**src/rtl/fetch_unit_pkg.sv**
```systemverilog
// Shared types and widths for the fetch stage: FSM state codes, word/field
// widths, and the redirect request bundle passed to the next-PC mux.
package fetch_unit_pkg;

    localparam int WORD_W = 32;
    localparam int JIDX_W = 26;
    localparam int BOFF_W = 16;

    typedef logic [1:0] state_t;

    localparam state_t ST_IDLE   = 2'd0;
    localparam state_t ST_RUN    = 2'd1;
    localparam state_t ST_HALTED = 2'd2;

    typedef struct packed {
        logic                     jr;
        logic [WORD_W-1:0]        jr_target;
        logic                     jmp;
        logic [JIDX_W-1:0]        jmp_idx;
        logic                     br_take;
        logic signed [BOFF_W-1:0] br_off;
    } redirect_t;

    function automatic logic signed [WORD_W-1:0] sext_boff(input logic signed [BOFF_W-1:0] off);
        return {{(WORD_W - BOFF_W){off[BOFF_W-1]}}, off};
    endfunction

endpackage

```
**src/rtl/fetch_next_pc.sv**
```systemverilog
// Combinational next-PC selection: jr > jmp > branch > sequential.
module fetch_next_pc
    import fetch_unit_pkg::*;
(
    input  logic [WORD_W-1:0] pc_plus1,
    input  redirect_t         req,
    output logic [WORD_W-1:0] next_pc
);

    logic signed [WORD_W-1:0] br_disp;
    logic [WORD_W-1:0]        br_target;
    logic [WORD_W-1:0]        jmp_target;

    assign br_disp    = sext_boff(req.br_off);
    // Branch arithmetic wraps modulo 2^32; the signed displacement is added bitwise.
    assign br_target  = pc_plus1 + WORD_W'(br_disp);
    assign jmp_target = {pc_plus1[WORD_W-1:JIDX_W], req.jmp_idx};

    always_comb begin
        next_pc = pc_plus1;
        if (req.jr) begin
            next_pc = req.jr_target;
        end else if (req.jmp) begin
            next_pc = jmp_target;
        end else if (req.br_take) begin
            next_pc = br_target;
        end
    end

endmodule

```
**src/rtl/fetch_unit.sv**
```systemverilog
// PC register, run/halt FSM and retired-fetch counter for the MIPS fetch stage.
// Optional `PC_BOUND_CHECK_EN halts with a sticky fault when next PC >= IM_DEPTH.
module fetch_unit
    import fetch_unit_pkg::*;
#(
    parameter int                IM_DEPTH = 32,
    parameter logic [WORD_W-1:0] RESET_PC = 32'd0
)
(
    input  logic                     clk,
    input  logic                     rst_n,
    input  logic                     stall,
    input  logic                     halt_req,
    input  logic                     br_take,
    input  logic signed [BOFF_W-1:0] br_off,
    input  logic                     jmp,
    input  logic [JIDX_W-1:0]        jmp_idx,
    input  logic                     jr,
    input  logic [WORD_W-1:0]        jr_target,
    output logic [WORD_W-1:0]        im_addr,
    input  logic [WORD_W-1:0]        im_data,
    output logic [WORD_W-1:0]        instr,
    output logic                     instr_valid,
    output logic [WORD_W-1:0]        pc,
    output logic [WORD_W-1:0]        pc_plus1,
    output logic                     halted,
    output logic                     fault,
    output logic [WORD_W-1:0]        fetch_cnt
);

    if (IM_DEPTH <= 0) begin : g_bad_depth
        $error("fetch_unit: IM_DEPTH must be positive");
    end

    state_t            state;
    logic [WORD_W-1:0] pc_q;
    logic [WORD_W-1:0] cnt_q;
    logic              fault_q;
    logic [WORD_W-1:0] next_pc;
    logic              oob;
    redirect_t         req;

    assign req.jr        = jr;
    assign req.jr_target = jr_target;
    assign req.jmp       = jmp;
    assign req.jmp_idx   = jmp_idx;
    assign req.br_take   = br_take;
    assign req.br_off    = br_off;

    fetch_next_pc u_next_pc (
        .pc_plus1 (pc_plus1),
        .req      (req),
        .next_pc  (next_pc)
    );

`ifdef PC_BOUND_CHECK_EN
    assign oob = (next_pc >= WORD_W'(IM_DEPTH));
`else
    assign oob = 1'b0;
`endif

    always_ff @(posedge clk or negedge rst_n) begin
        if (!rst_n) begin
            state   <= ST_IDLE;
            pc_q    <= RESET_PC;
            cnt_q   <= '0;
            fault_q <= 1'b0;
        end else begin
            case (state)
                ST_IDLE: state <= ST_RUN;
                ST_RUN: begin
                    // A halting or faulting fetch still retires, but the PC stays put.
                    if (!stall) begin
                        cnt_q <= cnt_q + 1'b1;
                        if (halt_req) begin
                            state <= ST_HALTED;
                        end else if (oob) begin
                            fault_q <= 1'b1;
                            state   <= ST_HALTED;
                        end else begin
                            pc_q <= next_pc;
                        end
                    end
                end
                ST_HALTED: ;
                default: state <= ST_HALTED;
            endcase
        end
    end

    assign pc          = pc_q;
    assign im_addr     = pc_q;
    assign pc_plus1    = pc_q + 1'b1;
    assign instr       = im_data;
    assign instr_valid = (state == ST_RUN);
    assign halted      = (state == ST_HALTED);
    assign fault       = fault_q;
    assign fetch_cnt   = cnt_q;

endmodule

```
**config.mk**
```make
export PLATFORM = sky130hd
export DESIGN_NAME = fetch_unit
export DESIGN_NICKNAME = d
export VERILOG_FILES = /design/src/rtl/fetch_unit_pkg.sv /design/src/rtl/fetch_next_pc.sv /design/src/rtl/fetch_unit.sv
export SDC_FILE = /design/constraint.sdc
export NUM_CORES = 1
export LEC_CHECK = 0
export ABC_CLOCK_PERIOD_IN_PS = 4200
export CORE_MARGIN = 3
export CORE_UTILIZATION = 44
export DETAILED_ROUTE_END_ITERATION = 8
export PLACE_DENSITY_LB_ADDON = 0.2
export REMOVE_ABC_BUFFERS = 1
export SYNTH_ARGS = -nofsm -noshare
export SYNTH_HDL_FRONTEND = slang
export SYNTH_HIERARCHICAL = 1
export SYNTH_SLANG_ARGS = --single-unit
```
**constraint.sdc**
```tcl
create_clock -name clk -period 4.2 [get_ports clk]
set_input_delay 0.84 -clock clk [delete_from_list [all_inputs] [get_ports clk]]
set_output_delay 0.84 -clock clk [all_outputs]
set_load 0.01 [all_outputs]
```
== Word level (Yosys, flattened, before mapping) ==
Index checks and enable logic that the tools add are counted.
Storage, ports and cells
  output and inout bits: 163
  register bits after elaboration: 66
  input bits: 113
Cells by class
  add/sub/neg operators: 3
  bitwise operators: 3
  equal/unequal tests: 4
  mux-type cells: 6
  reduce and logical (&&, ||, !) cells: 4
Operators by type and width (number)
  two-way mux 32 bit: 3
  adder 32 x 1 -> 32 bit (second input constant): 2
  adder 32 bit: 1
  case mux 2 bit (3 select lines): 1
  AND reduction 3 bit: 2
  two-way mux 2 bit: 2
  inequality test 2 bit (second input constant): 2
  inverter 1 bit: 3
  equality test 2 x 1 -> 1 bit (second input constant): 1
  equality test 2 bit (second input constant): 1
  logical NOT 2 bit: 1
  AND reduction 2 bit: 1

== Depth between registers and ports, before layout ==
Gate-level depths: netlist of the first run.
  depth after elaboration: 5
  gate-level depth with buffers: 16

== Modules after synthesis ==
The synthesis of the first run kept the hierarchy.
Modules (own cells, without submodules)
  fetch_unit: area each 3812.4 um2, seq. area each 1651.6 um2, cells an instance 351, times used 1
  fetch_next_pc: area each 2620.0 um2, seq. area each 0.0 um2, cells an instance 403, times used 1

== Worst setup path after synthesis of the first run ==
OpenSTA, ideal clock, no wires.
  path kind: reg2reg
  from: register pc_q[0], in the netlist im_addr[0]
  to: register pc_q[23], in the netlist im_addr[23]
  setup time: 65 ps
  required time: 4135 ps
  setup slack: 357 ps
  arrival: 3778 ps
  stages on the path, launching flop included: 17
  path through: dfrtp_1 -> ha_1 -> and4_1 -> and4_1 -> buf_2 -> nand3_1 -> xnor2_1 -> ha_1 -> a21oi_1 -> o21ai_1 -> a31oi_1 -> a31oi_1 -> or3_1 -> a31oi_1 -> mux2_1 -> a21oi_1 -> mux2_2
Between the ends
  cells in the longest elaborated chain, start to end: 5
RTL lines
  start: declaration: line fetch_unit.sv:36  | logic [WORD_W-1:0] pc_q;
  start signal: assignment: line fetch_unit.sv:81  | pc_q <= next_pc;
  adder 32 x 1 -> 32 bit: line fetch_unit.sv:93  | assign pc_plus1 = pc_q + 1'b1;
  named net pc_plus1[14]: line fetch_unit.sv:25  | output logic [WORD_W-1:0] pc_plus1,
  adder 32 bit: line fetch_next_pc.sv:16  | assign br_target = pc_plus1 + WORD_W'(br_disp);
  two-way mux 32 bit: line fetch_next_pc.sv:25  | end else if (req.br_take) begin
  two-way mux 32 bit: line fetch_next_pc.sv:23  | end else if (req.jmp) begin
  two-way mux 32 bit: line fetch_next_pc.sv:21  | if (req.jr) begin
  named net next_pc[23]: line fetch_unit.sv:39  | logic [WORD_W-1:0] next_pc;
The timed path passes the listed nets, and every way through them passes these cells.
A chain may end at the register's enable or synchronous reset.

== Final worst setup path of the first run ==
  from: register pc_q[8], in the netlist im_addr[8]
  to: register pc_q[30], in the netlist im_addr[30]
Between the ends
  cells in the longest elaborated chain, start to end: 5
RTL lines (line)
  adder 32 x 1 -> 32 bit *: fetch_unit.sv:93
  adder 32 bit: fetch_next_pc.sv:16
  two-way mux 32 bit: fetch_next_pc.sv:25
  two-way mux 32 bit *: fetch_next_pc.sv:23
  two-way mux 32 bit *: fetch_next_pc.sv:21
  named net next_pc[30]: fetch_unit.sv:39
Mark *: on every way through the listed nets, which the timed path passes. The rest lies on a longest branch.

==> impl_metrics.yaml, run 1 <==
worst_setup_path:
  crit_chain: "and4_2 > and4b_4 > nand3_1 > xnor2_1 > ha_1 > a21oi_1 > nand2_1 > a311oi_2 > o31ai_1 > a21o_1 > a211oi_1 > mux2i_1 > nand2_1 > mux2_2"
  cp.arrival_ns: 4.27
  crit_end: "im_addr[30]"
  critPathBufInv: 0
  crit_path_frequent_cell: "nand2_1"
  crit_type: "register to register"
  slowest_delay_ns: 0.46
  crit_slowest_cell: "dfrtp_1"
  end_kind: "register"
  required_ns: 4.42
  critPathLaunchType: "register"
  r2r-start: "im_addr[8]"
  cp_max_fo: 10
  crit_family: "compound AO/OA/AOI/OAI gates"
  r2r_setup_slack_ns: 0.15
  cp.depth: 14
  critPathLaunch: "im_addr[8]"
  r2r-end: "im_addr[30]"
  reg2reg_depth: 14
die:
  die_y_um: 127
  floorplan.rows: 43
  core-area_mm2: 0.0141
  die-area_mm2: 0.0161
  die_x_um: 127
  num_io_pins: 276
  initial_core_util_pct: 45.6
final_layout:
  diodes: 0
  nFillCells: 1220
  postLayoutCoreUtil_pct: 62.0
  design_area_mm2: 0.00874
  area_growth_pct: 35.9
  instances_no_fill: 1093
  layout-drive-gt1-share_pct: 12.4
  layout.nets: 1055
power_and_ir_drop:
  combPwrFrac_pct: 64.6
  pwr-share-seq_pct: 19.7
  p_sw_mw: 2.40
  p_int_mw: 3.21
  clock_power_share_pct: 15.6
  ir_drop_mv: 0.379
  power_mw: 5.61
  swShare_pct: 42.8
  p_leak_nw: 3.71
  powerDensity_mw_per_mm2: 642
logic_synthesis:
  synth_top_area_cell: "dfrtp_1"
  synth_edf_count: 0
  ys_ff_latch: 66
  synth_cells: 754
  synth-adder-area-share_pct: 6.73
  synth_top_area_share_pct: 25.7
  synth-xor-area-share_pct: 10.6
  synth.yosys.warnings: 6
  synth-seq-area-share_pct: 25.7
  synth_top_family_by_area: "simple AND/OR/NAND/NOR gates"
  synth_cell_types: 76
  synth_commonest_cells: "70 x nand2_1, 69 x buf_4, 66 x dfrtp_1"
  postSynthAreaPerCell_um2: 8.53
  synth.most_common_cell: "nand2_1"
  yosys-top-cells-area: "dfrtp_1 26%, xnor2_1 8.4%, buf_4 8.1%"
  synth_simple_gate_area_share_pct: 22.0
  synth_area_mm2: 0.00643
  ys_async_sr_fraction_pct: 100
  synth_compound_gate_area_share_pct: 15.9
  yosys_most_used_dff: "dfrtp_1"
  synth_mux_area_share_pct: 8.31
clock_network:
  tritoncts: "yes"
  clk-insertion-delay-late_ns: 0.33
  cts_buffers: 9
  cts_sinks: 66
  cts_max_level: 3
  cts-root-buf: "clkbuf_16"
  clk_pin_slew_ns: 0.06
  clockBufferDepth: 2
grt:
  first_global_vias: 6295
  grtUsageMet2_pct: 40.4
  grt_max_degree: 40
  globalRoute.totalOverflow: 0
  use_met1_pct: 42.2
  grt-busiest-layer: "met1"
  grt_pass1_wl_um: 36200
  antenna_found_initial: 0
  grtUsageMet3_pct: 9.43
  grt_usage_pct: 28.7
place:
  dp_slack_ns: -0.160
  placedCellCount: 1075
  hpwl_um: 19100
  gp_congestion: 0.965
  port-buffer-count: 210
  place_area_mm2: 0.00830
worst_hold_path:
  min_path_type: "register to register"
detailed_routing:
  wl_per_cell_um: 21.7
  vias: 6471
  ant_nets: 0
  dr.first_iter.drc_count: 628
  avgViaCountPerCell: 5.92
  drt-pass1-iter-count: 6
  drt_wl_total_um: 23800
  drc: 0
timing:
  finalSetupViolations: 0
  finalSetupTns_ns: 0
  fin_crit_ns: 4.05
  worst_slew_pin_slew_ns: 0.868
  maxSlewViolCount: 0
  final.setup.worst_slack_ns: 0.147
  fin_crit_sh_pct: 96.5
  hold_slack_ns: 0.482
  rsz0062_at_grt: "no"
  slew_headroom_pct: 42.1
  fin_worst_skew_ns: 0.0109
  finalHoldViolations: 0
  fmax_ghz: 0.247
outcome:
  status: "completed"
run:
  drv_cap: 0
==> how the worst min path moves through the flow <==
stage	cells after the start	startpoint	to	slack, ns
detailed placement	1	fetch_cnt[31]	fetch_cnt[31]	0.48
global placement	1	fetch_cnt[31]	fetch_cnt[31]	0.46
global route	1	fetch_cnt[31]	fetch_cnt[31]	0.51
finish	1	fetch_cnt[31]	fetch_cnt[31]	0.48
floorplan	1	state[1]	state[1]	0.50
CTS	1	fetch_cnt[31]	fetch_cnt[31]	0.49
==> worst register-to-register path, cell delays in order, from the launching register on <==
cell and delay, ns:
dfrtp_1 0.46, and4_2 0.32, and4b_4 0.35, nand3_1 0.12
xnor2_1 0.42, ha_1 0.39, a21oi_1 0.26, nand2_1 0.13
a311oi_2 0.27, o31ai_1 0.12, a21o_1 0.21, a211oi_1 0.27
mux2i_1 0.24, nand2_1 0.10, mux2_2 0.27
==> layout make-up <==
class	instances	area (µm²)	area share, %
tap	180	225	2.58
clock buffer	10	239	2.73
sequential	66	1650	18.9
inverter	20	75.1	0.859
multi-input combinational	578	4170	47.7
timing repair buffer	233	2270	26.0
clock inverter	6	111	1.27
==> layout by cell type (no fill, tap or decap), types with 23 or more instances in the layout <==
cell type	instances
nand3_1	38
o21ai_0	26
a21oi_1	46
buf_4	23
clkdlybuf4s50_1	209
mux2_2	33
nor2_1	33
xnor2_1	57
ha_1	32
nand2_1	70
nand4_1	24
dfrtp_1	64
==> sequential cells by signal, summed over array words and instances, names as in the netlist <==
| signal | cells |
|---|---|
| fetch_cnt | 32 |
| im_addr | 32 |
| state | 2 |
==> power groups by stage <==
stage	sequential, mW	clock [mW]	combinational (mW)
floorplan	1.19	0	1.75
global placement	1.08	0	3.50
detailed placement	1.10	0	3.51
CTS	1.10	0.897	3.54
global route	1.14	0.926	3.87
finish	1.11	0.878	3.63
==> kinds of logic after synthesis <==
family,Yosys count
compound gates,157
xor+xnor,78
fa+ha+maj,34
buf+inv,110
flops,66
mux,49
other cells,1
simple gates,259
==> what timing repair did <==
item	CTS	global route
endpoints found under the setup margin	2	10
buffers inserted	0	2
pin swaps	0	1
hold buffers	0	0
resized for setup	2	16
==> routing by layer <==
metal | vias up | share of wire (%)
met4 | 2 | 1.2
met2 | 363 | 43
met3 | 22 | 11
met1 | 3103 | 45
met5 | - | 0.38
li1 | 2981 | -
Power figures use the tool's default switching activity.
==> run 2, diff against run 1 <==
--- a/config.mk
+++ b/config.mk
@@ -6,8 +6,10 @@
 export NUM_CORES = 1
 export LEC_CHECK = 0
 export ABC_CLOCK_PERIOD_IN_PS = 4200
+export CELL_PAD_IN_SITES_DETAIL_PLACEMENT = 0
+export CELL_PAD_IN_SITES_GLOBAL_PLACEMENT = 1
 export CORE_MARGIN = 3
-export CORE_UTILIZATION = 44
+export CORE_UTILIZATION = 31
 export DETAILED_ROUTE_END_ITERATION = 8
 export PLACE_DENSITY_LB_ADDON = 0.2
 export REMOVE_ABC_BUFFERS = 1
==> run 2 against run 1 <==
Critical path depth rose by 2. First-iteration DRC count fell by 49%. Via count fell by 4.8%. Sequential power barely moved. Critical endpoint is now im_addr[23]. Sequential cell count did not move. Critical path type unchanged. Maximum frequency rose by 1.7%. Setup slack improved by 0.067 ns. Cell count rose by 9.1%. Clock skew fell by 0.0015 ns. Die area rose by 40%. Highest routed layer is now met4.
==> impl_metrics.yaml, run 2 (same netlist as run 1, synthesis figures left out) <==
final_layout:
  layout-drive-gt1-share_pct: 12.3
  final_cell_mix: "208 x clkdlybuf4s50_1, 70 x nand2_1, 66 x dfrtp_1"
  instances_no_fill: 1193
  area_growth_pct: 37.3
  layout.nets: 1064
  final_common_cell: "clkdlybuf4s50_1"
clock_network:
  clk_pin_slew_ns: 0.06
  cts-root-buf: "clkbuf_16"
  cts_sinks: 66
  hold_buffers: 0
  clk-insertion-delay-late_ns: 0.34
  clockBufferDepth: 2
  cts_resized: 0
  cts_buffers: 9
  tritoncts: "yes"
  post_cts_buffers: 0
  cts_max_level: 3
timing:
  fin_crit_sh_pct: 94.9
  slew_headroom_pct: 36.6
  fin_worst_skew_ns: 0.00949
  fmax_ghz: 0.251
  rsz0062_at_grt: "no"
  worst_slew_pin_slew_ns: 0.950
  hold_slack_ns: 0.477
  finalSetupTns_ns: 0
  maxSlewViolCount: 0
  fin_crit_ns: 3.99
  finalHoldViolations: 0
  finalSetupViolations: 0
place:
  gp_congestion: 0.852
  placedCellCount: 1176
  port-buffer-count: 210
  hpwl_um: 20300
detailed_routing:
  vias: 6163
  drt_wl_total_um: 24700
  dr.first_iter.drc_count: 320
  wl_per_cell_um: 20.7
  ant_nets: 0
  drc: 0
  drt-pass1-iter-count: 5
  avgViaCountPerCell: 5.17
grt:
  grtUsageMet2_pct: 31.1
  grt_pass1_wl_um: 36900
  grt_usage_pct: 21.7
  grtUsageMet3_pct: 7.15
  grt_max_degree: 42
  grt-busiest-layer: "met1"
  globalRoute.totalOverflow: 0
  antenna_found_initial: 1
  use_met1_pct: 31.4
  first_global_vias: 6006
power_and_ir_drop:
  p_leak_nw: 3.73
  power_mw: 5.49
  powerDensity_mw_per_mm2: 621
  ir_drop_mv: 0.185
worst_setup_path:
  r2r-end: "im_addr[23]"
  end_kind: "register"
  crit_end: "im_addr[23]"
  crit_type: "register to register"
  cp_max_fo: 6
  critPathLaunch: "im_addr[0]"
  reg2reg_depth: 16
  critPathLaunchType: "register"
  cp.arrival_ns: 4.26
  required_ns: 4.48
  r2r-start: "im_addr[0]"
  r2r_setup_slack_ns: 0.21
die:
  num_io_pins: 276
  die-area_mm2: 0.0225
  die_x_um: 150
  core-area_mm2: 0.0203
  die_y_um: 150
  floorplan.rows: 52
  initial_core_util_pct: 31.7
run:
  drv_cap: 0
outcome:
  status: "completed"
worst_hold_path:
  min_path_type: "register to register"
==> run 2: changes by cell type in the layout (fill, tap and decap cells not counted), moves of 2 or more <==
cell and delta:
buf_4 +9, clkinv_4 +3, a31oi_1 +2, a31oi_2 -2, and4_1 +2, and4_2 -2
bufinv_16 -2, dfrtp_1 +2, dfrtp_2 -2, xnor2_1 +2, xnor2_2 -2
==> run 2: where the power goes <==
group | internal (mW) | switching, mW
combinational | 1.84 | 1.80
clock | 0.463 | 0.303
sequential | 0.796 | 0.289
total | 3.10 | 2.39
==> run 2: critical path: stages, from the launching register on <==
cell and delay [ns]:
dfrtp_1 0.35, ha_1 0.20, and4_1 0.32, and4_1 0.25
nand3_1 0.10, xnor2_1 0.41, ha_1 0.39, a21oi_1 0.16
o21ai_1 0.10, a31oi_1 0.17, buf_4 0.16, a31oi_1 0.10
or3_1 0.35, a31oi_1 0.21, mux2_1 0.39, a21oi_1 0.13
mux2_2 0.15
==> run 2: stage by stage <==
stage | setup WS [ns] | utilization, % | cell area [µm²]
after floorplan | 0.265 | - | 5820
after global placement | 0.244 | 41.8 | 8490
after detailed placement | 0.258 | 41.8 | 8490
after CTS | 0.252 | 43.3 | 8790
after global routing | 0.0119 | 43.5 | 8830
final | 0.214 | 43.5 | 8830
==> run 2: area by class of cell <==
cell class / count / area, µm²
flip-flops and latches: 66 / 1650
clock inverters: 7 / 77.6
multi-input cells: 578 / 4130
inverters: 20 / 75.1
repair buffers: 242 / 2330
diodes: 1 / 2.50
well taps: 270 / 338
clock buffers: 9 / 225
fillers: 2063 / 11500
==> run 2: routing by layer <==
metal  routed length [µm]  part of all wire, %
met5                    0                    0
met1                11600                   47
met3                 2040                  8.3
met4                  378                  1.5
met2                10600                   43
==> run 2: worst min path at each step <==
| stage | end | from | slack [ns] | cells past startpoint |
|---|---|---|---|---|
| 4_1_cts | fetch_cnt[31] | fetch_cnt[31] | 0.48 | 1 |
| 6_report | fetch_cnt[31] | fetch_cnt[31] | 0.48 | 1 |
| 2_1_floorplan | state[1] | state[1] | 0.50 | 1 |
| 3_5_place_dp | fetch_cnt[31] | fetch_cnt[31] | 0.47 | 1 |
| 5_1_grt | fetch_cnt[31] | fetch_cnt[31] | 0.50 | 1 |
| 3_3_place_gp | fetch_cnt[31] | fetch_cnt[31] | 0.47 | 1 |
==> run 3, diff against run 2 <==
--- a/config.mk
+++ b/config.mk
@@ -9,7 +9,7 @@
 export CELL_PAD_IN_SITES_DETAIL_PLACEMENT = 0
 export CELL_PAD_IN_SITES_GLOBAL_PLACEMENT = 1
 export CORE_MARGIN = 3
-export CORE_UTILIZATION = 31
+export CORE_UTILIZATION = 24
 export DETAILED_ROUTE_END_ITERATION = 8
 export PLACE_DENSITY_LB_ADDON = 0.2
 export REMOVE_ABC_BUFFERS = 1
==> run 3 against run 2 <==
Maximum frequency barely moved. Sequential power hardly changed. Count of clock-buffer cells in the layout rose by 4. First-iteration DRC count unchanged. Global-route usage is 3.8 points lower. Sequential cell count is the same. Combinational power barely moved. Utilization down 9.4 points. Worst hold slack improved by 0.0083 ns. Cell count grew 5.8%. Sequential share of layout area is 0.21 points lower. Clock skew decreased by 0.0038 ns. Largest cell class unchanged. Largest power group unchanged. Highest routed layer is now met5.
==> impl_metrics.yaml, run 3 (same netlist as run 1, synthesis figures left out) <==
worst_setup_path:
  crit_chain: "and4_1 > and4b_1 > nand4_1 > xnor2_1 > ha_1 > a21oi_1 > o21ai_0 > a311oi_1 > o31ai_1 > a21o_1 > a211oi_1 > mux2i_1 > nand2_1 > mux2_2"
  crit_slowest_cell: "dfrtp_1"
  cp_max_fo: 7
  critPathLaunchType: "register"
  crit_type: "register to register"
  end_kind: "register"
  cp.arrival_ns: 4.21
  required_ns: 4.42
  slowest_delay_ns: 0.48
  r2r_setup_slack_ns: 0.21
grt:
  grtUsageMet2_pct: 27.9
  first_global_vias: 6146
  use_met1_pct: 25.2
  grt_usage_pct: 18.0
  grt_max_degree: 35
  grt_pass1_wl_um: 39400
  antenna_found_initial: 1
  grtUsageMet3_pct: 4.96
  grt-busiest-layer: "met2"
  globalRoute.totalOverflow: 0
power_and_ir_drop:
  p_leak_nw: 3.75
  pwr-share-seq_pct: 20.2
  powerDensity_mw_per_mm2: 612
  power_mw: 5.46
  clock_power_share_pct: 12.8
  swShare_pct: 43.7
  ir_drop_mv: 0.203
  combPwrFrac_pct: 67.0
  p_int_mw: 3.08
  p_sw_mw: 2.39
timing:
  finalHoldViolations: 0
  worst_slew_pin_slew_ns: 0.812
  slew_headroom_pct: 45.9
  fin_crit_ns: 3.99
  fin_worst_skew_ns: 0.00567
  fmax_ghz: 0.251
  finalSetupViolations: 0
  finalSetupTns_ns: 0
  fin_crit_sh_pct: 94.9
  hold_slack_ns: 0.486
  rsz0062_at_grt: "no"
  final.setup.worst_slack_ns: 0.212
  maxSlewViolCount: 0
clock_network:
  clk_pin_slew_ns: 0.06
  cts_resized: 0
  cts_sinks: 66
  cts_max_level: 3
  clk-insertion-delay-late_ns: 0.33
  post_cts_buffers: 0
  clockBufferDepth: 2
  cts_buffers: 9
  hold_buffers: 0
  cts-root-buf: "clkbuf_16"
  tritoncts: "yes"
final_layout:
  layout.nets: 1070
  postLayoutCoreUtil_pct: 34.1
  diodes: 0
  layout-drive-gt1-share_pct: 12.5
  area_growth_pct: 38.9
  final_common_cell: "clkdlybuf4s50_1"
  final_cell_mix: "209 x clkdlybuf4s50_1, 70 x nand2_1, 66 x dfrtp_1"
  design_area_mm2: 0.00893
  instances_no_fill: 1262
place:
  hpwl_um: 21500
  dp_slack_ns: 0.147
  gp_congestion: 0.868
  place_area_mm2: 0.00862
  port-buffer-count: 210
  placedCellCount: 1247
detailed_routing:
  wl_per_cell_um: 20.8
  ant_nets: 0
  drt-pass1-iter-count: 5
  drc: 0
  dr.first_iter.drc_count: 320
  drt_wl_total_um: 26200
  avgViaCountPerCell: 4.86
  vias: 6134
run:
  drv_cap: 0
die:
  die_x_um: 170
  num_io_pins: 276
  initial_core_util_pct: 24.5
  floorplan.rows: 59
  core-area_mm2: 0.0262
  die_y_um: 170
  die-area_mm2: 0.0288
outcome:
  status: "completed"
worst_hold_path:
  min_path_type: "register to register"
run 3: final timing paths:
| check | start | to | cells after the start |
|---|---|---|---|
| worst min register to register | fetch_cnt[31] | fetch_cnt[31] | 1 |
| worst max register to register | im_addr[6] | im_addr[30] | 14 |
| min in group asynchronous | rst_n | im_addr[27] | 1 |
| max in group asynchronous | rst_n | im_addr[3] | 2 |
| worst max-delay path | im_addr[6] | im_addr[30] | 14 |
| worst min-delay path | fetch_cnt[31] | fetch_cnt[31] | 1 |
run 3: area by class of cell:
| cell class | instances | area [µm²] |
|---|---|---|
| flip-flops and latches | 66 | 1650 |
| inverters | 20 | 75.1 |
| fillers | 2693 | 17300 |
| repair buffers | 248 | 2380 |
| clock buffers | 13 | 260 |
| multi-input cells | 578 | 4130 |
| clock inverters | 2 | 12.5 |
| well taps | 335 | 419 |
run 3: power groups by stage:
stage          clock, mW  combinational (mW)  sequential, mW
6_report           0.700                3.66            1.10
5_1_grt            0.746                3.97            1.15
4_1_cts            0.722                3.65            1.10
3_5_place_dp           0                3.63            1.11
3_3_place_gp           0                3.67            1.11
2_1_floorplan          0                1.75            1.19
run 3: worst max-delay path, delay by kind of cell (launching register included):
kind	cells	cell delay (ns)
flops	1	0.48
fa+ha+maj	1	0.36
mux	2	0.49
simple gates	4	0.88
compound gates	6	1.32
xor+xnor	1	0.34
run 3: layer usage:
metal  wire (µm)  vias up  part of all wire [%]
met5          13        -                 0.050
met4         311        2                   1.2
met3        1620       19                   6.2
met2       11800      170                    45
met1       12500     2938                    47
li1            -     3005                     -
